**src/rtl/tag_slot_scheduler.sv**
```systemverilog
// TDMA slot scheduler for backscatter tags. Each enabled tag gets an
// exclusive slot in which its chosen subcarrier is gated onto its output,
// followed by an optional all-low guard interval.
`timescale 1ns/1ps

module tag_slot_scheduler #(
  parameter int unsigned NUM_TAGS    = 3,
  parameter int unsigned TAG_W       = 2,
  parameter int unsigned DIV_N       = 2000,
  parameter int unsigned SLOT_TICKS  = 25,
  parameter int unsigned GUARD_TICKS = 1,
  parameter int unsigned ROUNDS_W    = 8
) (
  input  logic                clk_1000,
  input  logic                rst_n,
  input  logic                clk_40,
  input  logic                clk_80,
  input  logic                start,
  input  logic                stop,
  input  logic                continuous,
  input  logic [ROUNDS_W-1:0] num_rounds,
  input  logic [NUM_TAGS-1:0] tag_en,
  input  logic [NUM_TAGS-1:0] mode_sel,
  output logic [NUM_TAGS-1:0] tag_out,
  output logic [TAG_W-1:0]    active_tag,
  output logic                slot_strobe,
  output logic                busy,
  output logic                done,
  output logic [ROUNDS_W-1:0] round_cnt
);

  localparam int unsigned DIV_W     = (DIV_N > 1) ? $clog2(DIV_N) : 1;
  localparam int unsigned MAX_TICKS = (SLOT_TICKS > GUARD_TICKS) ? SLOT_TICKS : GUARD_TICKS;
  localparam int unsigned TICK_W    = (MAX_TICKS > 1) ? $clog2(MAX_TICKS) : 1;

  localparam logic [DIV_W-1:0]  DIV_LAST   = DIV_W'(DIV_N - 1);
  localparam logic [TICK_W-1:0] SLOT_LAST  = TICK_W'(SLOT_TICKS - 1);
  localparam logic [TICK_W-1:0] GUARD_LAST = TICK_W'((GUARD_TICKS > 0) ? GUARD_TICKS - 1 : 0);

  typedef enum logic [1:0] {
    ST_IDLE,
    ST_SLOT,
    ST_GUARD
  } state_t;

  state_t                state_q, state_d;
  logic [DIV_W-1:0]      div_q, div_d;
  logic [TICK_W-1:0]     tick_q, tick_d;
  logic [TAG_W-1:0]      tag_q, tag_d;
  logic [NUM_TAGS-1:0]   mask_q, mask_d;
  logic [NUM_TAGS-1:0]   mode_q, mode_d;
  logic [ROUNDS_W-1:0]   target_q, target_d;
  logic [ROUNDS_W-1:0]   round_q, round_d;
  logic [ROUNDS_W-1:0]   round_inc;
  logic [NUM_TAGS-1:0]   gate_q;
  logic                  strobe_q;
  logic                  done_q, done_d;
  logic                  tick;
  logic                  advance;
  logic [TAG_W:0]        start_hit, next_hit, first_hit;
  logic [NUM_TAGS-1:0]   slot_onehot;

  // Lowest enabled index at or above 'first'; MSB flags whether one exists.
  function automatic logic [TAG_W:0] find_enabled(input logic [NUM_TAGS-1:0] mask,
                                                  input int unsigned         first);
    logic [TAG_W:0] r;
    r = '0;
    for (int unsigned i = 0; i < NUM_TAGS; i++) begin
      if (!r[TAG_W] && (i >= first) && mask[i]) begin
        r = {1'b1, TAG_W'(i)};
      end
    end
    return r;
  endfunction

  // Next-state logic: divider, tick counting, slot sequencing and round accounting.
  always_comb begin
    state_d   = state_q;
    div_d     = div_q;
    tick_d    = tick_q;
    tag_d     = tag_q;
    mask_d    = mask_q;
    mode_d    = mode_q;
    target_d  = target_q;
    round_d   = round_q;
    done_d    = 1'b0;
    advance   = 1'b0;
    tick      = (div_q == DIV_LAST);
    round_inc = round_q + 1'b1;
    start_hit = find_enabled(tag_en, 0);
    next_hit  = find_enabled(mask_q, 32'(tag_q) + 32'd1);
    first_hit = find_enabled(mask_q, 0);

    case (state_q)
      ST_IDLE: begin
        if (start && !stop && start_hit[TAG_W]) begin
          state_d  = ST_SLOT;
          mask_d   = tag_en;
          mode_d   = mode_sel;
          target_d = (num_rounds == '0) ? ROUNDS_W'(1) : num_rounds;
          round_d  = '0;
          tag_d    = start_hit[TAG_W-1:0];
          div_d    = '0;
          tick_d   = '0;
        end
      end
      ST_SLOT: begin
        div_d = tick ? '0 : div_q + 1'b1;
        if (tick) begin
          if (tick_q == SLOT_LAST) begin
            tick_d = '0;
            if (GUARD_TICKS > 0) state_d = ST_GUARD;
            else                 advance = 1'b1;
          end else begin
            tick_d = tick_q + 1'b1;
          end
        end
      end
      ST_GUARD: begin
        div_d = tick ? '0 : div_q + 1'b1;
        if (tick) begin
          if (tick_q == GUARD_LAST) begin
            tick_d  = '0;
            advance = 1'b1;
          end else begin
            tick_d = tick_q + 1'b1;
          end
        end
      end
      default: state_d = ST_IDLE;
    endcase

    if (advance) begin
      if (next_hit[TAG_W]) begin
        tag_d   = next_hit[TAG_W-1:0];
        state_d = ST_SLOT;
      end else begin
        round_d = round_inc;
        if (!continuous && (round_inc == target_q)) begin
          state_d = ST_IDLE;
          tag_d   = '0;
          div_d   = '0;
          done_d  = 1'b1;
        end else begin
          tag_d   = first_hit[TAG_W-1:0];
          state_d = first_hit[TAG_W] ? ST_SLOT : ST_IDLE;
        end
      end
    end

    // Abort overrides any slot/round transition in the same cycle.
    if ((state_q != ST_IDLE) && stop) begin
      state_d = ST_IDLE;
      tag_d   = '0;
      div_d   = '0;
      tick_d  = '0;
      round_d = round_q;
      done_d  = 1'b0;
    end
  end

  assign slot_onehot = NUM_TAGS'(1) << tag_q;

  // State and datapath registers.
  always_ff @(posedge clk_1000 or negedge rst_n) begin
    if (!rst_n) begin
      state_q  <= ST_IDLE;
      div_q    <= '0;
      tick_q   <= '0;
      tag_q    <= '0;
      mask_q   <= '0;
      mode_q   <= '0;
      target_q <= '0;
      round_q  <= '0;
      done_q   <= 1'b0;
    end else begin
      state_q  <= state_d;
      div_q    <= div_d;
      tick_q   <= tick_d;
      tag_q    <= tag_d;
      mask_q   <= mask_d;
      mode_q   <= mode_d;
      target_q <= target_d;
      round_q  <= round_d;
      done_q   <= done_d;
    end
  end

  // Gate and strobe lag the state by one cycle, so the gate spans exactly
  // the slot length and drops on the same edge that a stop takes effect.
  always_ff @(posedge clk_1000 or negedge rst_n) begin
    if (!rst_n) begin
      gate_q   <= '0;
      strobe_q <= 1'b0;
    end else begin
      gate_q   <= ((state_q == ST_SLOT) && !stop) ? slot_onehot : '0;
      strobe_q <= (state_q == ST_SLOT) && (div_q == '0) && (tick_q == '0) && !stop;
    end
  end

  assign tag_out     = gate_q & ((mode_q & {NUM_TAGS{clk_80}}) | (~mode_q & {NUM_TAGS{clk_40}}));
  assign active_tag  = tag_q;
  assign slot_strobe = strobe_q;
  assign busy        = (state_q != ST_IDLE);
  assign done        = done_q;
  assign round_cnt   = round_q;

endmodule

```
**config.mk**
```make
export PLATFORM = sky130hd
export DESIGN_NAME = tag_slot_scheduler
export DESIGN_NICKNAME = d
export VERILOG_FILES = /design/src/rtl/tag_slot_scheduler.sv
export SDC_FILE = /design/constraint.sdc
export NUM_CORES = 1
export LEC_CHECK = 0
export BUFFER_PORTS_ARGS = -buffer_cell sky130_fd_sc_hd__buf_4
export CAP_MARGIN = 20
export CORE_ASPECT_RATIO = 1.75
export CORE_UTILIZATION = 58
export CTS_CLUSTER_DIAMETER = 150
export DETAILED_ROUTE_END_ITERATION = 6
export GPL_TIMING_DRIVEN = 0
export PLACE_DENSITY = 0.8
export SETUP_SLACK_MARGIN = 0.02
export SLEW_MARGIN = 10
export SYNTH_ARGS = -nofsm -noshare
export SYNTH_HDL_FRONTEND = slang
export SYNTH_SLANG_ARGS = --single-unit
```
**constraint.sdc**
```tcl
create_clock -name clk_1000 -period 3.1 [get_ports clk_1000]
set_clock_uncertainty 0.15 [all_clocks]
set_input_delay 0.465 -clock clk_1000 [delete_from_list [all_inputs] [get_ports clk_1000]]
set_output_delay 0.465 -clock clk_1000 [all_outputs]
set_load 0.01 [all_outputs]
```
==> impl_metrics.yaml, run 1 <==
status:
  outcome: "finished, final reports clean"
yosys:
  ys_warn_count: 0
  synth_top_area_cell: "dfrtp_1"
  synthArstFlopShare: 1.000
  postSynthAreaPerCell_um2: 8.686
  syn-num-nets: 377
  synth-seq-cells: 47
  netlist_top_cells_area: "dfrtp_1, nand2_1, ha_1"
  synth-edff-count: 0
  ys_seq_area_frac: 0.3913
  synth_top_area_frac: 0.3913
  synth_ff_type: "dfrtp_1"
  netlist_instances: 346
  synth_cell_types: 57
  syn_area_mm2: 0.003005
clock_network:
  clk_path_buf_depth: 2
  hold_buffers: 0
  cts_setup_buffers: 0
  clk_pin_slew_ns: 0.09
  numCtsBuffers: 5
  root_buffer: "clkbuf_8"
  h-tree-depth: 2
  clock_sinks: 47
  cts-resized-gates: 0
  cts_tree: "yes"
  clk_latency_ns: 0.30
sta:
  tightestPinTransition_ns: 0.7705
  finalMaxSlewViolations: 0
  maxSlewHeadroom: 0.4820
  rsz0062_at_grt: "no"
  max_freq_mhz: 348.0
  fin_crit_ns: 2.873
  hold_violations: 0
  fin_tns_setup_ns: 0
  setup_violations: 0
  setup_ws_ns: 0.2267
  period_share: 0.9269
floorplan:
  start_util: 0.6038
  die-area_mm2: 0.005485
  fp.coreArea_mm2: 0.004977
  die_h_um: 97.23
  die_x_um: 56.42
  io-pin-count: 37
  row_count: 34
final_layout:
  area_growth_pct: 15.65
  diodes: 0
  mostFrequentLayoutCells: "nand2_1, dfrtp_1, buf_4"
  drive_gt1_frac: 0.1641
  final_common_cell: "nand2_1"
  finalNetCount: 420
placed_design:
  dp_hpwl_mm: 5.194
  port-buffer-count: 36
  place_congestion: 0.8914
  place_worst_setup_slack_ns: 0.2733
power_and_ir_drop:
  total_power_mw: 2.155
  ir_drop_v: 0.0005622
  powerDensity_mw_per_mm2: 620.1
  p_leak_nw: 1.585
critical_path:
  r2r_cells: 7
  max_stage_delay_ns: 0.48
  critical_path_peak_fanout: 10
  crit_arrival_ns: 2.89
  cp.required_ns: 3.12
  critPathCaptureType: "flip-flop"
  path_cells: "ha_1 -> nand3_1 -> or3_1 -> a211o_1 -> nor4_1 -> buf_2 -> nor3_1"
  slowest_stage: "dfrtp_1"
  worstSetupStartpointType: "flip-flop"
  critPathKind: "flip-flop to flip-flop"
grt:
  grt_pass1_wl_mm: 11.80
  track_usage: 0.2709
  grt_max_degree: 48
  grt_pass1_vias: 2687
  antenna_found_initial: 0
  overflow: 0
detailed_routing:
  first_pass_iters: 5
  drc_errors: 0
  num_vias: 2758
  wl_per_cell_um: 15.50
  ant_nets: 0
  routed_wl_mm: 6.884
  drt_iter0_markers: 127
  viasPerCell: 6.212
worst_hold_path:
  hp-class: "input port to async pin"
job:
  drv_cap: 0
-- per-stage QoR --
stage	std cells	hold slack, ns	area [um2]	util
floorplan	346	0.01941	3005	-
global placement	436	0.3293	3343	0.6717
detailed placement	436	0.3352	3343	0.6717
CTS	444	0.04037	3476	0.6983
global route	444	0.06830	3476	0.6983
finish	444	0.004703	3476	0.6983
-- kinds of logic (layout without fill, tap and decap cells) --
family	Yosys count	count (layout)	share of synthesized area
AND/OR/NAND/NOR	172	172	0.3052
XOR/XNOR	9	9	0.02623
adder cells (fa/ha/maj)	10	10	0.04163
AO/OA/AOI/OAI	74	74	0.1699
buffers and inverters	26	70	0.03872
flip-flops	47	47	0.3913
multiplexers	8	8	0.02706
-- registers in the layout (all words and copies together), names as in the netlist --
signal and flops:
active_tag 2, slot_strobe 1, gate_q 3, mask_q 3
done 1, div_q 11, round_cnt 8, target_q 8
mode_q 3, tick_q 5, state_q 2
-- synthesized netlist by cell type (2+ instances only) --
cell and number:
a211o_1 3, ha_1 10, or3_4 2, nor4_1 9
a2bb2oi_1 4, o2111ai_1 2, o21a_1 5, nor3_1 25
nand3_1 13, a31o_2 4, o21ai_0 19, nand2b_1 5
a21oi_1 12, nand2_1 57, nor3b_1 8, a211oi_1 2
and3_1 2, dfrtp_1 47, a41oi_1 2, and2_1 3
clkbuf_1 8, mux2i_1 7, or3_1 7, nor2_1 16
inv_1 10, o31ai_1 4, xor2_1 3, nand3b_1 3
buf_2 5, nor2b_1 7, a21o_1 6, xnor2_1 6
nand4_1 5, a311o_1 2
-- per-layer routing --
| layer | up-vias | wire length (um) | global-route usage |
|---|---|---|---|
| met2 | 72 | 3914 | 0.5055 |
| met3 | 20 | 225 | 0.03595 |
| met4 | 0 | 203 | 0.1538 |
| met5 | - | 0 | 0 |
| li1 | 1341 | - | - |
| met1 | 1325 | 2541 | 0.2791 |
-- critical path: cells and delay by family (launching register included) --
family	cells	cell delay, ns
compound gates	1	0.35
fa+ha+maj	1	0.30
simple gates	4	1.15
buf+inv	1	0.30
flops	1	0.48
-- cell type report --
| cell class | count | area (um2) |
|---|---|---|
| Multi-Input combinational cell | 273 | 1713 |
| Fill cell | 416 | 1501 |
| Sequential cell | 47 | 1176 |
| Timing Repair Buffer | 36 | 270.3 |
| Buffer | 16 | 78.83 |
| Clock buffer | 6 | 72.57 |
| Tap cell | 54 | 67.56 |
| Clock inverter | 2 | 60.06 |
| Inverter | 10 | 37.54 |
-- power by group --
| group | internal, mW | switching, mW |
|---|---|---|
| clock | 0.322 | 0.205 |
| sequential | 0.736 | 0.124 |
| combinational | 0.336 | 0.431 |
-- path summary, 6_finish.rpt --
| check | start | to | slack, ns |
|---|---|---|---|
| max | round_cnt[0]$_DFFE_PN0N_ | div_q[2]$_DFF_PN0_ | 0.23 |
| min | rst_n | mode_q[2]$_DFFE_PN0P_ | 0.005 |
| max reg2reg | round_cnt[0]$_DFFE_PN0N_ | div_q[2]$_DFF_PN0_ | 0.23 |
| min reg2reg | target_q[1]$_DFFE_PN0P_ | target_q[1]$_DFFE_PN0P_ | 0.36 |
| max in group asynchronous | rst_n | div_q[2]$_DFF_PN0_ | 2.37 |
| min in group clk_1000 | mode_sel[0] | mode_q[0]$_DFFE_PN0P_ | 0.20 |
Note: power is estimated with default switching activity, not from simulation.
==> inputs of run 2 (changes only) <==
- GPL_TIMING_DRIVEN: 0 -> unset
- REMOVE_ABC_BUFFERS: unset -> 1
==> run 2 against run 1 <==
Global-route usage decreased by 0.68 points. Register-to-register slack better by 0.30 ns. Power is 2.7% lower. Sequential share of layout area is 0.56 points higher. Sequential power is essentially flat. Maximum frequency increased by 12%. Routed wire length fell by 0.58%. Critical path depth unchanged. Non-clock buffer count down 11. Highest routed layer unchanged.
==> impl_metrics.yaml, run 2 (same netlist as run 1, synthesis figures left out) <==
sta:
  fin_crit_ns: 2.573
  whs_ns: 0.005194
  max_freq_mhz: 388.6
  hold_violations: 0
  setup_violations: 0
  maxSlewHeadroom: 0.5611
  period_share: 0.8301
  finalMaxSlewViolations: 0
  fin_tns_setup_ns: 0
  tightestPinTransition_ns: 0.6584
  rsz0062_at_grt: "no"
clock_network:
  cts_tree: "yes"
  clock_sinks: 47
  clk_path_buf_depth: 2
  cts_setup_buffers: 0
  cts-resized-gates: 0
  clk_latency_ns: 0.30
  clk_pin_slew_ns: 0.09
  h-tree-depth: 2
  hold_buffers: 0
  root_buffer: "clkbuf_8"
  numCtsBuffers: 5
detailed_routing:
  wl_per_cell_um: 15.81
  viasPerCell: 6.249
  num_vias: 2706
  ant_nets: 0
  first_pass_iters: 4
  routed_wl_mm: 6.844
  drt_iter0_markers: 94
  drc_errors: 0
critical_path:
  worstSetupStartpointType: "flip-flop"
  r2r_cells: 7
  cp.required_ns: 3.13
  critical_path_peak_fanout: 11
  slowest_stage: "dfrtp_1"
  critPathCaptureType: "flip-flop"
  critPathKind: "flip-flop to flip-flop"
  max_stage_delay_ns: 0.47
  path_cells: "ha_1 -> nand3_1 -> or3_1 -> a211o_1 -> nor4_1 -> buf_4 -> nor3_1"
  crit_arrival_ns: 2.60
final_layout:
  area_growth_pct: 13.78
  multi_input_area_mm2: 0.001713
  regMostFlops: "div_q"
  finalNetCount: 409
  largest_reg_flops: 11
  seqCellArea_mm2: 0.001176
  diodes: 0
  n_fill_cell: 410
  mostFrequentLayoutCells: "nand2_1, dfrtp_1, buf_4"
  final_common_cell: "nand2_1"
  drive_gt1_frac: 0.1636
floorplan:
  die-area_mm2: 0.005485
  die_h_um: 97.23
  io-pin-count: 37
  start_util: 0.6038
  fp.coreArea_mm2: 0.004977
  row_count: 34
  die_x_um: 56.42
power_and_ir_drop:
  ir_drop_v: 0.0005139
  combPwrFrac: 0.367
  p_sw_frac: 0.3614
  p_leak_nw: 1.552
  switchingPower_mw: 0.7580
  powerDensity_mw_per_mm2: 613.4
  clkPwrFrac: 0.223
  p_int_mw: 1.340
  seqPwrFrac: 0.409
placed_design:
  dp_hpwl_mm: 5.123
  port-buffer-count: 36
  place_congestion: 0.9237
grt:
  grt_pass1_vias: 2705
  overflow: 0
  grt_max_degree: 48
  track_usage: 0.2641
  grt_pass1_wl_mm: 11.73
  antenna_found_initial: 0
status:
  outcome: "finished, final reports clean"
job:
  drv_cap: 0
worst_hold_path:
  hp-class: "input port to async pin"
run 2: layout make-up:
class / instances / share of cell area
multi-input combinational: 273 / 0.5009
sequential: 47 / 0.3439
timing repair buffer: 41 / 0.09001
clock buffer: 6 / 0.02415
tap: 54 / 0.01976
inverter: 10 / 0.01098
clock inverter: 2 / 0.01025
run 2: per-stage QoR:
stage / total power [mW] / area, um2 / utilization / std cells / setup slack [ns]
after floorplan: 1.398 / 2927 / - / 330 / 0.1512
after global placement: 1.615 / 3302 / 0.6634 / 425 / 0.6473
after detailed placement: 1.636 / 3302 / 0.6634 / 425 / 0.5806
after CTS: 2.101 / 3420 / 0.6870 / 433 / 0.5449
after global routing: 2.238 / 3420 / 0.6870 / 433 / 0.3506
final: 2.098 / 3420 / 0.6870 / 433 / 0.5265
run 2: layer usage:
layer | vias up | GRT usage | routed length [um] | part of all wire
met5 | - | 0 | 0 | 0
met4 | 0 | 0.09568 | 182 | 0.027
met3 | 19 | 0.03462 | 221 | 0.032
met2 | 61 | 0.5055 | 3840 | 0.56
met1 | 1300 | 0.2855 | 2599 | 0.38
li1 | 1326 | - | - | -
run 2: worst max-delay path: cells and delay by family (launching register included):
kind            cells  cell delay, ns
buf+inv             1            0.23
simple gates        4            0.97
flops               1            0.47
compound gates      1            0.33
fa+ha+maj           1            0.30
run 2: worst paths after layout:
path | startpoint | endpoint | slack (ns)
min in group clk_1000 | mode_sel[2] | mode_q[2]$_DFFE_PN0P_ | 0.20
max in group asynchronous | rst_n | div_q[7]$_DFF_PN0_ | 2.39
worst min-delay path | rst_n | mode_q[2]$_DFFE_PN0P_ | 0.005
worst min register to register | mode_q[2]$_DFFE_PN0P_ | mode_q[2]$_DFFE_PN0P_ | 0.35
worst max-delay path | round_cnt[0]$_DFFE_PN0N_ | div_q[10]$_DFF_PN0_ | 0.53
worst max register to register | round_cnt[0]$_DFFE_PN0N_ | div_q[10]$_DFF_PN0_ | 0.53
run 2: power groups by stage:
stage	clock, mW	sequential, mW	combinational, mW
2_1_floorplan	0	0.841	0.556
3_3_place_gp	0	0.865	0.750
3_5_place_dp	0	0.868	0.767
4_1_cts	0.473	0.857	0.771
5_1_grt	0.493	0.876	0.869
6_report	0.468	0.859	0.771
==> inputs of run 3 (changes only) <==
- ABC_AREA: unset -> 1
- clock period: 3.1 -> 2.4 ns (I/O delays scaled with it)
==> run 3 against run 2 <==
Global-route usage increased by 2.4 points. Sequential power grew 43%. Routed wire length is 9.4% higher. Clock-buffer cell count down 1. Highest routed layer unchanged. Cell area grew 0.95%. Worst hold slack gained 0.091 ns. Flip-flop and latch count did not move. Power is 60% higher. Largest power group is now combinational cells. Register-to-register slack got worse by 0.28 ns.
==> impl_metrics.yaml, run 3 <==
clock_network:
  cts_tree: "yes"
  cts_setup_buffers: 0
  clock_sinks: 47
  root_buffer: "clkbuf_8"
  clk_path_buf_depth: 2
  numCtsBuffers: 5
  h-tree-depth: 2
  clk_pin_slew_ns: 0.09
  clk_latency_ns: 0.30
sta:
  period_share: 0.8981
  finalMaxSlewViolations: 0
  setup_violations: 0
  tightestPinTransition_ns: 0.5985
  maxSlewHeadroom: 0.6010
  fin_tns_setup_ns: 0
  hold_violations: 0
  fin_crit_ns: 2.155
  rsz0062_at_grt: "no"
  max_freq_mhz: 463.9
yosys:
  ys_warn_count: 0
  synth_top_area_cell: "dfrtp_1"
  postSynthAreaPerCell_um2: 7.224
  synth-seq-cells: 47
  ys_seq_area_frac: 0.3923
  muxShareOfSynthArea: 0
  synthSimpleGateAreaFrac: 0.3414
  yosysMostFrequentCell: "nand2_1"
  synth_compound_area_frac: 0.1256
  synth_ff_type: "dfrtp_1"
  synth_cell_types: 37
  synth_commonest_cells: "nand2_1, inv_1, dfrtp_1"
  synth-edff-count: 0
  synth_xor_area_frac: 0.005843
  netlist_instances: 415
  synth_top_family_by_area: "simple AND/OR/NAND/NOR gates"
  netlist_top_cells_area: "dfrtp_1, nand2_1, inv_1"
  synth_top_area_frac: 0.3923
  synthArstFlopShare: 1.000
  synthAdderAreaFrac: 0.04174
  syn_area_mm2: 0.002998
final_layout:
  regMostFlops: "div_q"
  largest_reg_flops: 11
  layoutNonFillerInstCount: 514
  finalNetCount: 490
  drive_gt1_frac: 0.1804
  mostFrequentLayoutCells: "nand2_1, inv_1, dfrtp_1"
  final_common_cell: "nand2_1"
  diodes: 0
  area_growth_pct: 15.15
placed_design:
  dp.cells: 505
  place_congestion: 0.9660
  dp_hpwl_mm: 5.825
  port-buffer-count: 36
critical_path:
  worstSetupStartpointType: "flip-flop"
  regToRegStartpoint: "state_q[1]$_DFFE_PN0P_"
  r2r_slack_ns: 0.24
  cp.required_ns: 2.47
  crit_top_cell: "nor2_1"
  r2r_end: "state_q[1]$_DFFE_PN0P_"
  path_cells: "inv_1 -> ha_2 -> nor2_4 -> nor2_1 -> o21ai_0 -> a31oi_1 -> nor2_1 -> a21oi_1"
  timing.critical_path.buf_inv: 1
  max_stage_delay_ns: 0.43
  path_delay_family: "compound AO/OA/AOI/OAI gates"
  critical_path_peak_fanout: 8
  critPathKind: "flip-flop to flip-flop"
  critPathCaptureType: "flip-flop"
  slowest_stage: "dfrtp_1"
  crit_arrival_ns: 2.23
  r2r_cells: 8
detailed_routing:
  routed_wl_mm: 7.490
  viasPerCell: 5.586
  first_pass_iters: 5
  num_vias: 2871
  drc_errors: 0
  wl_per_cell_um: 14.57
  ant_nets: 0
  drt_iter0_markers: 96
power_and_ir_drop:
  ir_drop_v: 0.0006941
  clkPwrFrac: 0.146
  switchingPower_mw: 1.563
  powerDensity_mw_per_mm2: 970.7
  p_int_mw: 1.788
  p_leak_nw: 1.756
  combPwrFrac: 0.488
  seqPwrFrac: 0.366
  p_sw_frac: 0.4666
grt:
  track_usage: 0.2882
  grt_max_degree: 48
  antenna_found_initial: 0
  grt_pass1_vias: 2791
  grt_pass1_wl_mm: 12.28
  overflow: 0
floorplan:
  die_x_um: 56.35
  start_util: 0.6023
  fp.coreArea_mm2: 0.004977
  die_h_um: 97.11
  die-area_mm2: 0.005471
  io-pin-count: 37
  row_count: 34
worst_hold_path:
  min_to: "mode_q[1]$_DFFE_PN0P_"
  hold_depth: 3
  min_from: "mode_sel[1]"
  hp-class: "input port to flip-flop"
status:
  outcome: "finished, final reports clean"
job:
  drv_cap: 0
## run 3: cell types whose count changed after synthesis, sizes merged, moves of 8 or more
cell    previous run  this run
nand3             14        27
nor2              16        52
clkbuf             9         1
nand2             57       112
or3               10         0
inv               10        72
o22ai              1         9
o21ai             19        33
nor3              26        12
## run 3: repair_timing
action	in CTS	in global routing
hold buffers	1	0
setup endpoints to repair	0	3
hold endpoints to repair	47	0
gates resized for setup	0	2
## run 3: logic make-up after synthesis
logic type,Yosys count
buffers and inverters,74
adder cells (fa/ha/maj),10
flip-flops,47
AND/OR/NAND/NOR,215
XOR/XNOR,2
AO/OA/AOI/OAI,67
## run 3: worst max-delay path by stage
| stage | from | endpoint | slack, ns | cells after the start |
|---|---|---|---|---|
| CTS | state_q[1]$_DFFE_PN0P_ | tick_q[4]$_DFFE_PN0P_ | 0.20 | 10 |
| detailed placement | state_q[0]$_DFFE_PN0P_ | tick_q[4]$_DFFE_PN0P_ | 0.28 | 10 |
| global placement | state_q[1]$_DFFE_PN0P_ | tick_q[0]$_DFFE_PN0P_ | 0.37 | 10 |
| finish | state_q[1]$_DFFE_PN0P_ | state_q[1]$_DFFE_PN0P_ | 0.24 | 8 |
| floorplan | round_cnt[0]$_DFFE_PN0N_ | div_q[0]$_DFF_PN0_ | 0.53 | 11 |
| global route | state_q[0]$_DFFE_PN0P_ | tick_q[3]$_DFFE_PN0P_ | 0.08 | 11 |
## run 3: power groups by stage
stage                     clock, mW  combinational (mW)  sequential (mW)
after floorplan                   0                1.17             1.19
after global placement            0                1.55             1.23
after detailed placement          0                1.60             1.24
after CTS                     0.507                1.61             1.22
after global routing          0.530                1.84             1.25
final                         0.489                1.64             1.23
## run 3: per-stage QoR
stage | util | setup WS [ns] | power [mW] | hold WS, ns | cell area (um2)
CTS | 0.6921 | 0.1954 | 3.346 | 0.09645 | 3445
floorplan | - | 0.5282 | 2.365 | -0.08559 | 2989
detailed placement | 0.6714 | 0.2751 | 2.836 | 0.2554 | 3342
finish | 0.6936 | 0.2445 | 3.351 | 0.09624 | 3452
global route | 0.6936 | 0.07655 | 3.628 | 0.09790 | 3452
global placement | 0.6714 | 0.3749 | 2.787 | 0.2540 | 3342
## run 3: metal layers
metal  global-route usage  wire length, um  vias to the layer above
met4               0.1989              499                        0
met1               0.2828             2615                     1305
met5                    0                0                        -
met3              0.03728              300                       40
li1                     -                -                     1426
met2               0.5357             4075                      100
## run 3: layout make-up
class	count	area (um2)
repair buffers	39	295.3
inverters	72	270.3
fillers	445	1525
clock buffers	5	68.82
multi-input cells	294	1550
clock inverters	3	23.77
flip-flops and latches	47	1176
well taps	54	67.56
## run 3: tightest hold or removal path, delay by kind of cell
| family | cells | cell delay (ns) |
|---|---|---|
| AND/OR/NAND/NOR | 2 | 0.09 |
| buffers and inverters | 1 | 0.08 |
